**src/rtl/coax_buffer_drain_pkg.sv**
```systemverilog
// Shared coax constants: word width, drain FSM encoding, default ready timeout.
package coax_buffer_drain_pkg;

  localparam int COAX_WORD_W               = 10;
  localparam int COAX_READY_TIMEOUT_DEFAULT = 65535;

  typedef enum logic [2:0] {
    ST_IDLE   = 3'd0,
    ST_READ   = 3'd1,
    ST_LATCH  = 3'd2,
    ST_OFFER  = 3'd3,
    ST_FLUSH  = 3'd4,
    ST_FINISH = 3'd5
  } drain_state_t;

endpackage

```
**src/rtl/coax_buffer_drain_timeout.sv**
```systemverilog
// Saturating cycle counter; o_expired flags the last enabled cycle before LIMIT is reached.
module coax_timeout_counter #(
  parameter int WIDTH = 16,
  parameter int LIMIT = 65535
) (
  input  logic clk,
  input  logic reset,
  input  logic i_clear,
  input  logic i_enable,
  output logic o_expired
);

  localparam logic [WIDTH-1:0] TERM = WIDTH'(LIMIT - 1);

  logic [WIDTH-1:0] r_count;

  always_ff @(posedge clk) begin
    if (reset || i_clear)
      r_count <= '0;
    else if (i_enable && (r_count != TERM))
      r_count <= r_count + 1'b1;
  end

  // The cycle that would bring the count to LIMIT is the expiring one.
  assign o_expired = i_enable && (r_count == TERM);

endmodule

```
**src/rtl/coax_buffer_drain.sv**
```systemverilog
// Drains the coax transmit buffer into the transmitter, one word per tx_ready handshake.
//   state  | meaning
//   IDLE   | waiting for start
//   READ   | pop strobe to buffer
//   LATCH  | capture head word into tx_data
//   OFFER  | present word, wait tx_ready (with timeout)
//   FLUSH  | wait for transmitter to go idle
//   FINISH | done pulse
module coax_buffer_drain
  import coax_buffer_drain_pkg::*;
#(
  parameter int COUNT_WIDTH   = 10,
  parameter int READY_TIMEOUT = COAX_READY_TIMEOUT_DEFAULT
) (
  input  logic                   clk,
  input  logic                   reset,
  input  logic                   start,
  input  logic [COAX_WORD_W-1:0] buffer_read_data,
  input  logic                   buffer_empty,
  output logic                   buffer_read_strobe,
  output logic [COAX_WORD_W-1:0] tx_data,
  output logic                   tx_load,
  input  logic                   tx_ready,
  input  logic                   tx_active,
  output logic                   busy,
  output logic                   done,
  output logic                   error,
  output logic [COUNT_WIDTH-1:0] word_count
);

  localparam int TO_W = (READY_TIMEOUT > 1) ? $clog2(READY_TIMEOUT) : 1;

  drain_state_t            r_state;
  drain_state_t            w_next;
  logic [COAX_WORD_W-1:0]  r_tx_data;
  logic [COUNT_WIDTH-1:0]  r_word_count;
  logic                    r_error;
  logic                    r_done;
  logic                    w_expired;
  logic                    w_start_ok;
  logic                    w_start_empty;

  assign w_start_ok    = (r_state == ST_IDLE) && start && !buffer_empty;
  assign w_start_empty = (r_state == ST_IDLE) && start && buffer_empty;

  coax_timeout_counter #(
    .WIDTH (TO_W),
    .LIMIT (READY_TIMEOUT)
  ) u_timeout (
    .clk       (clk),
    .reset     (reset),
    .i_clear   (r_state == ST_LATCH),
    .i_enable  ((r_state == ST_OFFER) && !tx_ready),
    .o_expired (w_expired)
  );

  always_ff @(posedge clk) begin
    if (reset)
      r_state <= ST_IDLE;
    else
      r_state <= w_next;
  end

  always_comb begin
    w_next = r_state;
    case (r_state)
      ST_IDLE:   if (w_start_ok) w_next = ST_READ;
      ST_READ:   w_next = ST_LATCH;
      ST_LATCH:  w_next = ST_OFFER;
      ST_OFFER: begin
        if (tx_ready)
          w_next = buffer_empty ? ST_FLUSH : ST_READ;
        else if (w_expired)
          w_next = ST_FINISH;
      end
      ST_FLUSH:  if (tx_ready && !tx_active) w_next = ST_FINISH;
      ST_FINISH: w_next = ST_IDLE;
      default:   w_next = ST_IDLE;
    endcase
  end

  always_comb begin
    buffer_read_strobe = (r_state == ST_READ);
    tx_load            = (r_state == ST_OFFER) && tx_ready;
    busy               = (r_state != ST_IDLE);
  end

  always_ff @(posedge clk) begin
    if (reset) begin
      r_tx_data    <= '0;
      r_word_count <= '0;
      r_error      <= 1'b0;
      r_done       <= 1'b0;
    end else begin
      r_done <= (w_next == ST_FINISH) || w_start_empty;
      if (r_state == ST_LATCH)
        r_tx_data <= buffer_read_data;
      if ((r_state == ST_IDLE) && start) begin
        r_word_count <= '0;
        r_error      <= buffer_empty;
      end else if ((r_state == ST_OFFER) && !tx_ready && w_expired) begin
        r_error <= 1'b1;
      end else if (tx_load && (r_word_count != '1)) begin
        r_word_count <= r_word_count + 1'b1;
      end
    end
  end

  assign tx_data    = r_tx_data;
  assign word_count = r_word_count;
  assign error      = r_error;
  assign done       = r_done;

endmodule

```
**config.mk**
```make
export PLATFORM = sky130hd
export DESIGN_NAME = coax_buffer_drain
export DESIGN_NICKNAME = d
export VERILOG_FILES = /design/src/rtl/coax_buffer_drain_pkg.sv /design/src/rtl/coax_buffer_drain_timeout.sv /design/src/rtl/coax_buffer_drain.sv
export SDC_FILE = /design/constraint.sdc
export NUM_CORES = 1
export LEC_CHECK = 0
export ABC_AREA = 1
export BUFFER_PORTS_ARGS = -buffer_cell sky130_fd_sc_hd__buf_2
export CORE_ASPECT_RATIO = 2
export CORE_MARGIN = 1
export CORE_UTILIZATION = 50
export CTS_CLUSTER_DIAMETER = 150
export DETAILED_ROUTE_END_ITERATION = 6
export GPL_TIMING_DRIVEN = 1
export PLACE_DENSITY = 0.81
export SYNTH_ARGS = -nofsm -noshare
export SYNTH_HDL_FRONTEND = slang
export SYNTH_SLANG_ARGS = --single-unit
```
**constraint.sdc**
```tcl
create_clock -name clk -period 1.5 [get_ports clk]
set_input_delay 0.15 -clock clk [delete_from_list [all_inputs] [get_ports clk]]
set_output_delay 0.15 -clock clk [all_outputs]
set_load 0.02 [all_outputs]
```
==> flow_summary_export.csv <==
group,metric,value,unit
status,status,"finished clean",
placement,dp_worst_setup_slack,-11.2,ps
sta,drv_slew,0,
run,cap_violations,0,
worst_setup_path,critical_path_class,"flip-flop to flip-flop",
detailed_routing,firstDrtPassIters,4,
hold_path,hold_depth,3,
detailed_routing,dr.first_iter.drc_count,66,
global_routing,grt-ovfl-total,0,
worst_setup_path,regToRegSetupSlack,40,ps
sta,min_period_over_period,0.975,
floorplanning,die_area,4790,µm²
final_layout,drive_gt1_frac,0.312,
synth,yosys.area.top_type_share,0.364,
sta,finalSetupViolCount,0,
clock_network,cts_buffer_depth,2,
sta,setup_tns,0,ps
clock_network,clock_sinks,41,
final_layout,areaGrowthSynthToFinish,29.2,%
clock_network,insertion_delay,300,ps
detailed_routing,via_count,2468,
clock_network,cts_root_buf,"clkbuf_8",
detailed_routing,routed_wl,5950,µm
worst_setup_path,arrival,1700,ps
synth,synth_area_leaders,"dfxtp_1, nand2_1, nor2_1, a21oi_1, nand3_1",
global_routing,antenna_found_initial,0,
clock_network,htreeDepth,2,
placement,place_area,2700,µm²
final_layout,fin_nets,435,
floorplanning,num_rows,34,
floorplanning,dieWidth,49.5,µm
detailed_routing,ant_nets,0,
clock_network,cts_tree,"done",
global_routing,grt_max_degree,18,
sta,rsz0062_at_grt,"yes",
worst_setup_path,required,1740,ps
worst_setup_path,worstSetupEndpointType,"flip-flop",
sta,skew,9.71,ps
synth,syn_avg_cell_area,6.62,µm²
synth,syn_area,2250,µm²
sta,whs,107,ps
synth,syn_nets,359,
synth,synth_seq_area_share,0.364,
pwr,total_leakage_power,1.23,nW
worst_setup_path,path_max_fanout,11,
sta,worst_slew_pin_slew,343,ps
placement,numPortBuffers,40,
floorplanning,io_pins,41,
placement,gp_congestion,0.883,
floorplanning,initial_core_util,0.519,
clock_network,cts.clk_slew.worst_paths,90,ps
synth,synthArstFlopShare,0,
global_routing,grt_first_pass_wirelength,9230,µm
worst_setup_path,r2r-start,"word_count[0]",
hold_path,min_from,"buffer_read_data[7]",
synth,synth_top_area_cell,"dfxtp_1",
final_layout,final_cell_mix,"nand2_1, buf_2, nor2_1, dfxtp_1, buf_4",
synth,synth_edf_count,0,
worst_setup_path,rr_endpoint,"word_count[0]",
floorplanning,fp.dieH,96.9,µm
final_layout,diodes,0,
worst_setup_path,rr_worst_depth,8,
synth,ys.flop_type,"dfxtp_1",
sta,fin_ws,36.8,ps
clock_network,cts_made_buffers,5,
worst_setup_path,cp-start-kind,"flip-flop",
sta,final_hold_viol_count,0,
pwr,irDropWorstVdd,0.000889,V
global_routing,grt_use_total,0.244,
detailed_routing,routedWlPerCell,12.6,µm
sta,relSlewSlack,0.771,
detailed_routing,drc,0,
synth,ys_ff_latch,41,
placement,place_hpwl,4290,µm
clock_network,hold_buffers,0,
sta,fmax,683,MHz
synth,synth_cells,340,
hold_path,hold_class,"primary input to flip-flop",
sta,fin_crit,1460,ps
global_routing,grt_pass1_vias,2295,
detailed_routing,viasPerCell,5.24,
synth,ys_types,30,
final_layout,final_cell_area,2910,µm²
hold_path,hold_path_end,"tx_data[7]",
synth,yosysWarnings,0,
floorplanning,core_area,4340,µm²
pwr,p_per_area,752,nW/µm²
final_layout,layout_commonest_cell,"nand2_1",
[per-layer routing]
layer  part of all wire  routed length (µm)  track usage
met1               0.36                2170        0.230
met3              0.025                 151       0.0299
met5                  0                   0            0
met2               0.56                3360        0.473
met4              0.045                 268        0.138
[where the power goes]
group	total [mW]	internal [mW]	switching [mW]
Clock	0.781	0.373	0.407
Sequential	1.13	1.12	0.0145
Combinational	0.279	0.101	0.178
[registers in the layout, summed over array words and instances, names as in the netlist]
| signal | cells |
|---|---|
| error | 1 |
| tx_data | 10 |
| u_timeout.r_count | 16 |
| word_count | 10 |
| r_state | 3 |
| done | 1 |
[final cells by class]
class / count / area (µm²)
Multi-Input combinational cell: 260 / 1310
Inverter: 32 / 130
Timing Repair inverter: 1 / 7.51
Clock buffer: 6 / 82.6
Clock inverter: 2 / 13.8
Timing Repair Buffer: 75 / 470
Tap cell: 54 / 67.6
Fill cell: 391 / 1430
Sequential cell: 41 / 831
[timing repair]
action                                 4_1_cts  5_1_grt
cloned                                       0        2
resized for setup                            1       26
endpoints found under the hold margin        0        0
buffers inserted                             0        4
setup endpoints to repair                    2       27
pin swaps                                    0        6
[how the worst max path moves through the flow]
| stage | end | slack [ps] | startpoint |
|---|---|---|---|
| after global routing | word_count[2] | -40 | word_count[1] |
| after CTS | u_timeout.r_count[4] | -3 | u_timeout.r_count[0] |
| final | word_count[0] | 40 | word_count[0] |
| after global placement | u_timeout.r_count[2] | 70 | u_timeout.r_count[1] |
| after floorplan | word_count[2] | 20 | word_count[0] |
| after detailed placement | u_timeout.r_count[2] | -10 | u_timeout.r_count[1] |
[critical path, cell delays in order, from the launching register on]
cell and delay (ps):
dfxtp_2 330, ha_1 220, nand3_2 100, nor2_2 50, nand2_2 90, nand2_4 80
buf_6 150, or2_2 280, a21oi_2 110
[synthesized netlist by cell type, drive strengths merged, types with 4 or more instances]
library cell / number
a21oi: 37
buf: 4
clkbuf: 4
dfxtp: 41
inv: 29
nand2: 120
nand3: 24
nand4: 7
nor2: 40
o21ai: 10
xnor2: 5
xor2: 5
[cells by family after synthesis]
| group | share of synthesized area |
|---|---|
| AOI/OAI and AO/OA | 0.122 |
| adders and majority gates | 0.0167 |
| buffers and inverters | 0.0811 |
| xor gates and xnor gates | 0.0389 |
| and+or+nand+nor | 0.377 |
| DFF | 0.364 |
[metrics by stage]
stage,total power [mW],util,std cells
after floorplan,1.32,-,340
after global placement,1.42,0.621,457
after detailed placement,1.42,0.621,457
after CTS,2.20,0.644,465
after global routing,2.27,0.671,471
final,2.19,0.671,471
Note: power is estimated with default switching activity, not from simulation.
